--- src/rtl/roberto_limiar.sv ---
// Threshold parser and proximity alert generator.
// Parses '#' d2 d1 d0 ASCII frames into a BCD distance threshold and raises a
// per-sensor alert after N_CONSEC consecutive measurements below it.
//
// state    | meaning
// ESPERA   | idle, waiting for '#'
// DIG_C    | waiting for hundreds digit
// DIG_D    | waiting for tens digit
// DIG_U    | waiting for units digit
// ATUALIZA | one cycle, commits the complete frame to limiar
module roberto_limiar #(
    parameter int          N_CONSEC      = 3,
    parameter logic [11:0] LIMIAR_PADRAO = 12'h020,
    parameter int          TIMEOUT       = 1_000_000,
    parameter int          W_TIMEOUT     = 20
) (
    input  logic        clock,
    input  logic        reset,
    input  logic        zera,
    input  logic        rx_pronto,
    input  logic [6:0]  rx_dado,
    input  logic        medida_pronto,
    input  logic [11:0] medida1,
    input  logic [11:0] medida2,
    input  logic [11:0] medida3,
    output logic [11:0] limiar,
    output logic        limiar_novo,
    output logic        erro_cmd,
    output logic [2:0]  alerta,
    output logic [3:0]  db_estado
);

    localparam int                   CW       = $clog2(N_CONSEC + 1);
    localparam logic [CW-1:0]        CONT_MAX = CW'(N_CONSEC);
    localparam logic [W_TIMEOUT-1:0] TMO_FIM  = W_TIMEOUT'(TIMEOUT - 1);

    typedef enum logic [2:0] {
        ESPERA   = 3'd0,
        DIG_C    = 3'd1,
        DIG_D    = 3'd2,
        DIG_U    = 3'd3,
        ATUALIZA = 3'd4
    } estado_t;

    estado_t              estado, estado_nxt;
    logic                 erro_nxt;
    logic [W_TIMEOUT-1:0] tmo;
    logic [3:0]           dig_c, dig_d, dig_u;
    logic                 e_hash, e_digito, em_digito, tmo_fim;

    logic [11:0]   medida   [3];
    logic [CW-1:0] cont     [3];
    logic [CW-1:0] cont_nxt [3];

    assign e_hash    = (rx_dado == 7'h23);
    assign e_digito  = (rx_dado >= 7'h30) && (rx_dado <= 7'h39);
    assign em_digito = (estado == DIG_C) || (estado == DIG_D) || (estado == DIG_U);
    // rx_pronto in the terminal cycle wins over the timeout
    assign tmo_fim   = em_digito && !rx_pronto && (tmo == TMO_FIM);
    assign db_estado = {1'b0, estado};

    assign medida[0] = medida1;
    assign medida[1] = medida2;
    assign medida[2] = medida3;

    function automatic logic bcd_ok(input logic [11:0] m);
        return (m[11:8] <= 4'd9) && (m[7:4] <= 4'd9) && (m[3:0] <= 4'd9);
    endfunction

    // Parser state and error pulse registers
    always_ff @(posedge clock or negedge reset) begin
        if (!reset) begin
            estado   <= ESPERA;
            erro_cmd <= 1'b0;
        end else if (zera) begin
            estado   <= ESPERA;
            erro_cmd <= 1'b0;
        end else begin
            estado   <= estado_nxt;
            erro_cmd <= erro_nxt;
        end
    end

    // Parser next-state and error decision
    always_comb begin
        estado_nxt = estado;
        erro_nxt   = 1'b0;
        case (estado)
            ESPERA: begin
                if (rx_pronto && e_hash) estado_nxt = DIG_C;
            end
            DIG_C, DIG_D, DIG_U: begin
                if (rx_pronto) begin
                    if (e_digito) begin
                        case (estado)
                            DIG_C:   estado_nxt = DIG_D;
                            DIG_D:   estado_nxt = DIG_U;
                            default: estado_nxt = ATUALIZA;
                        endcase
                    end else if (e_hash) begin
                        estado_nxt = DIG_C;
                        erro_nxt   = 1'b1;
                    end else begin
                        estado_nxt = ESPERA;
                        erro_nxt   = 1'b1;
                    end
                end else if (tmo_fim) begin
                    estado_nxt = ESPERA;
                    erro_nxt   = 1'b1;
                end
            end
            ATUALIZA: estado_nxt = ESPERA;
            default:  estado_nxt = ESPERA;
        endcase
    end

    // Digit holding registers, inter-char timer and threshold commit
    always_ff @(posedge clock or negedge reset) begin
        if (!reset) begin
            dig_c       <= 4'd0;
            dig_d       <= 4'd0;
            dig_u       <= 4'd0;
            tmo         <= '0;
            limiar      <= LIMIAR_PADRAO;
            limiar_novo <= 1'b0;
        end else if (zera) begin
            dig_c       <= 4'd0;
            dig_d       <= 4'd0;
            dig_u       <= 4'd0;
            tmo         <= '0;
            limiar      <= LIMIAR_PADRAO;
            limiar_novo <= 1'b0;
        end else begin
            if (rx_pronto && e_digito) begin
                if (estado == DIG_C) dig_c <= rx_dado[3:0];
                if (estado == DIG_D) dig_d <= rx_dado[3:0];
                if (estado == DIG_U) dig_u <= rx_dado[3:0];
            end
            if (!em_digito || rx_pronto) tmo <= '0;
            else                         tmo <= tmo + W_TIMEOUT'(1);
            if (estado == ATUALIZA) limiar <= {dig_c, dig_d, dig_u};
            limiar_novo <= (estado == ATUALIZA);
        end
    end

    // Saturating below-threshold counters; compare uses limiar before any same-edge update
    always_comb begin
        for (int i = 0; i < 3; i++) begin
            cont_nxt[i] = cont[i];
            if (medida_pronto) begin
                if (bcd_ok(medida[i]) && (medida[i] < limiar))
                    cont_nxt[i] = (cont[i] == CONT_MAX) ? CONT_MAX : cont[i] + CW'(1);
                else
                    cont_nxt[i] = '0;
            end
        end
    end

    // Counter and alert registers
    always_ff @(posedge clock or negedge reset) begin
        if (!reset) begin
            for (int i = 0; i < 3; i++) cont[i] <= '0;
            alerta <= 3'b000;
        end else if (zera) begin
            for (int i = 0; i < 3; i++) cont[i] <= '0;
            alerta <= 3'b000;
        end else begin
            for (int i = 0; i < 3; i++) begin
                cont[i]   <= cont_nxt[i];
                alerta[i] <= (cont_nxt[i] == CONT_MAX);
            end
        end
    end

endmodule

--- config.mk ---
export PLATFORM = sky130hd
export DESIGN_NAME = roberto_limiar
export DESIGN_NICKNAME = d
export VERILOG_FILES = /design/src/rtl/roberto_limiar.sv
export SDC_FILE = /design/constraint.sdc
export NUM_CORES = 1
export LEC_CHECK = 0
export CAP_MARGIN = 20
export CORE_ASPECT_RATIO = 0.9
export CORE_MARGIN = 5
export CORE_UTILIZATION = 30
export CTS_BUF_LIST = sky130_fd_sc_hd__clkbuf_4 sky130_fd_sc_hd__clkbuf_8 sky130_fd_sc_hd__clkbuf_16
export DETAILED_ROUTE_END_ITERATION = 8
export MAX_ROUTING_LAYER = met4
export SYNTH_ARGS = -nofsm -noshare
export SYNTH_HDL_FRONTEND = slang
export SYNTH_SLANG_ARGS = --single-unit
--- constraint.sdc ---
create_clock -name clock -period 2.6 [get_ports clock]
set_clock_uncertainty 0.05 [all_clocks]
set_input_delay 0.52 -clock clock [delete_from_list [all_inputs] [get_ports clock]]
set_output_delay 0.52 -clock clock [all_outputs]
set_load 0.005 [all_outputs]
==> results.txt <==
* Post-CTS setup buffers: 0
- Proportion of synthesized flip-flops having asynchronous set or reset: 1.00
- Fill count: around 1100
* Starting Density: 0.306
* Final worst-path cycle share: 0.895
* Synth warn: 0
* Length in cells of the worst reg-to-reg path: 7
* Static Leak: around 1.9 nW
* Number of hold buffers added after cts: 0
* Final Wtd Congestion: between 0.8 and 0.9
- For the pin with the worst max-slew slack, the measured transition is between 0.9 and 1 ns.
* Unrepaired setup endpoints after global routing: false
- Area growth from synthesis to layout: 33.7%
- At the end of the flow, the number of nets in the layout was roughly 500.
- The worst-case IR drop observed on VDD is 0.327 mV.
- Post-synthesis register bit count: 58
- Port buffering added 67 buffers.
- Of the total synthesized cell area, the portion taken by AND, OR, NAND and NOR gates is 0.183.
- Clock-pin slew reported for the worst setup and hold paths after clock tree synthesis: 0.05 ns
- Summed over all layers, the global routing overflow is 0.
- Dominant register cell in the synthesized netlist: sky130_fd_sc_hd__dfrtp_1
- Standard-cell row count: 37
- The worst path in the final design needs a cycle of 2.33 ns, including I/O delays and setup.
- The die covers around 0.014 mm2.
- After detailed routing, the total wire length is 8780 um.
* Post-detailed-placement half-perimeter wirelength: around 7000 um
* Total Power Consumption: 2.27 mW
- Die span in x: 124 um
* Share of synthesized area spent on multiplexers: 0.0344
* Final Hold Viols: 0
- Wire segments on met2 add up to 4050 um in the final route.
- Worst Setup Slack, final: between 0.2 and 0.3 ns
- Crit-path max FO: 3
* Vertical die dimension: 112 um
- Global-route wire length before repair: between 10000 and 15000 um
- During I/O placement, the number of pins put on the boundary was between 60 and 70.
* Number of antenna violations at the first check in global routing: 0
- Using the TritonRoute via totals, the vias-per-cell ratio works out to around 4.8.
- Routed signal wires occupy layers up through met4.
- Most repeated cell in the gate-level netlist after synthesis: sky130_fd_sc_hd__dfrtp_1
- Summed over all nets, wire length on met3 after detailed routing comes to 406 um.
- Entering global routing, the biggest net connects 25 pins.
* Number of slew-limit violations in the final report: 0
- In the synthesized netlist, the number of instances is 335.
* Sequential share of the synthesized area: 0.416
- Number of detailed-route iterations in the first pass: 4
* Max frequency: 430 MHz
- Of the total synthesized cell area, the portion taken by full adders, half adders and majority gates is 0.122.
* Crit path launch type: input pin
* Post-CTS sizing: 0
- Required time at the worst-slack endpoint: between 2 and 3 ns
* Run status: complete, no violations
- In the global route stage, overall resource usage came out at 0.135.
- Of the post-synthesis cell area, the dominant cell type holds 0.408.
* Endpoint type of the worst setup path: register
* Setup CP Type: input pin to register
* Number of levels in the clock H-tree: 3
- After the first detailed-routing iteration, the DRC count stood at 147.
- The biggest area contributor in the post-synthesis netlist is sky130_fd_sc_hd__dfrtp_1.
- A synthesized cell averages around 10 um2.
- DRT antenna net count: 0
* Setup slack after placement: -0.0783 ns
- Layout cells sized above 1: 0.108
* Max-cap violations: 0
* EDFF count, synth: 0
* N_diodes: 0
* Post-synthesis share of cell area spent on xor and xnor gates: 0.0451
- Origin of the worst setup path: medida3[9]
* Top cells by instance count after synthesis: sky130_fd_sc_hd__dfrtp_1, sky130_fd_sc_hd__nor2_1, sky130_fd_sc_hd__ha_1, sky130_fd_sc_hd__inv_1, sky130_fd_sc_hd__nand3_1
* Area contributors post-synth: sky130_fd_sc_hd__dfrtp_1, sky130_fd_sc_hd__ha_1, sky130_fd_sc_hd__nor2_1
- The worst register-to-register path begins at limiar[9].
* Clk Latency, worst-skew pair: roughly 0.32 ns
- Net Count, Synth: approximately 420
* Deepest clock path buffer count: 2
- After synthesis, the largest family of logic cells by area is simple AND/OR/NAND/NOR gates.
- Dividing total power by cell area gives a power density of between 400 and 500 mW/mm2.
- Measured against its own limit, the worst slew margin works out to 0.342.
- Counting every sink on the clock net gives just under 60.
- Area of the mapped netlist: 0.00349 mm2
- Across all hold checks on the routed design, the worst slack comes to around 0.12 ns.
* Post-synthesis compound-gate area fraction: 0.163
* Floorplan core area: 0.0114 mm2
- Number of global-route vias before repair: between 2000 and 3000
- TritonCTS created 9 clock buffers.
- Routed vias: about 2800
- The tree is rooted in a sky130_fd_sc_hd__clkbuf_16.
- STA puts the critical path data arrival time at 2.48 ns.
- Synthesis instantiated 50 different standard cells from the library.
- M1 WL: around 4300 um
- Setup violations remaining at the end of the flow were counted as 0.
- The min-delay analysis places its worst path in the category input pin to asynchronous set/reset pin.
- Post-detailed-route DRC marker count: 0
- TritonCTS clock tree: built
- Drt wl/cell: between 15 and 20 um
power breakdown:
group	switching [mW]	internal (mW)	total (mW)
Combinational	0.102	0.111	0.213
Sequential	0.000941	0.905	0.906
Clock	0.398	0.757	1.16
Total	0.501	1.77	2.27
layout by cell type, fill, tap and decap left out, types with 8 or more instances in the layout:
master / Yosys / layout
sky130_fd_sc_hd__nor2_1: 41 / 41
sky130_fd_sc_hd__xor2_1: 14 / 14
sky130_fd_sc_hd__nand3_1: 16 / 16
sky130_fd_sc_hd__mux2i_1: 12 / 12
sky130_fd_sc_hd__dfrtp_1: 57 / 57
sky130_fd_sc_hd__o21ai_0: 13 / 13
sky130_fd_sc_hd__clkdlybuf4s50_1: 0 / 66
sky130_fd_sc_hd__clkbuf_16: 0 / 9
sky130_fd_sc_hd__nand2_1: 9 / 9
sky130_fd_sc_hd__buf_4: 2 / 10
sky130_fd_sc_hd__inv_1: 20 / 20
sky130_fd_sc_hd__a22o_1: 12 / 12
sky130_fd_sc_hd__ha_1: 34 / 34
sky130_fd_sc_hd__a21oi_1: 8 / 8
flip-flops by register name (all words and copies together), names as in the netlist:
name	flops
dig_d	4
tmo	20
dig_c	4
erro_cmd	1
cont	6
dig_u	4
alerta	3
limiar_novo	1
estado	3
limiar	12
layer usage:
metal	GRT usage	vias up
li1	-	1390
met1	0.185	1314
met3	0.0272	4
met5	-	-
met2	0.202	57
met4	0.0376	0
critical path, stage by stage:
cell and delay (ns):
sky130_fd_sc_hd__clkdlybuf4s50_1 0.44, sky130_fd_sc_hd__ha_1 0.33, sky130_fd_sc_hd__a211oi_1 0.25, sky130_fd_sc_hd__o211ai_1 0.15, sky130_fd_sc_hd__nor4b_2 0.35, sky130_fd_sc_hd__nor2b_1 0.11
sky130_fd_sc_hd__a2111oi_2 0.34
cell type report:
class,instances,area (um2),area share
multi-input combinational,246,1910,0.410
tap,156,195,0.0418
timing repair buffer,77,741,0.159
sequential,58,1450,0.311
clock inverter,5,55.1,0.0118
clock buffer,10,239,0.0512
inverter,20,75.1,0.0161
logic make-up after synthesis:
logic type / after synthesis
AO/OA/AOI/OAI: 68
XOR/XNOR: 18
adder cells (fa/ha/maj): 34
buffers and inverters: 31
flip-flops: 58
multiplexers: 12
other: 1
AND/OR/NAND/NOR: 113
final timing paths:
path,to,slack [ns]
hold / removal,tmo[17],0.12
max in group asynchronous,limiar[5],1.66
hold reg to reg,limiar[11],0.45
setup / recovery,cont[1],0.27
setup reg to reg,cont[1],0.42
min in group clock,limiar[11],0.45
through the flow:
step / cells / setup TNS, ns / cell area [um2] / util
2_1_floorplan: 335 / 0 / 3490 / -
3_3_place_gp: 557 / 0 / 4380 / 0.383
3_5_place_dp: 557 / -0.0783 / 4380 / 0.383
4_1_cts: 572 / 0 / 4670 / 0.409
5_1_grt: 572 / 0 / 4670 / 0.409
6_report: 572 / 0 / 4670 / 0.409
No activity file was read; power rests on OpenSTA's default activity.
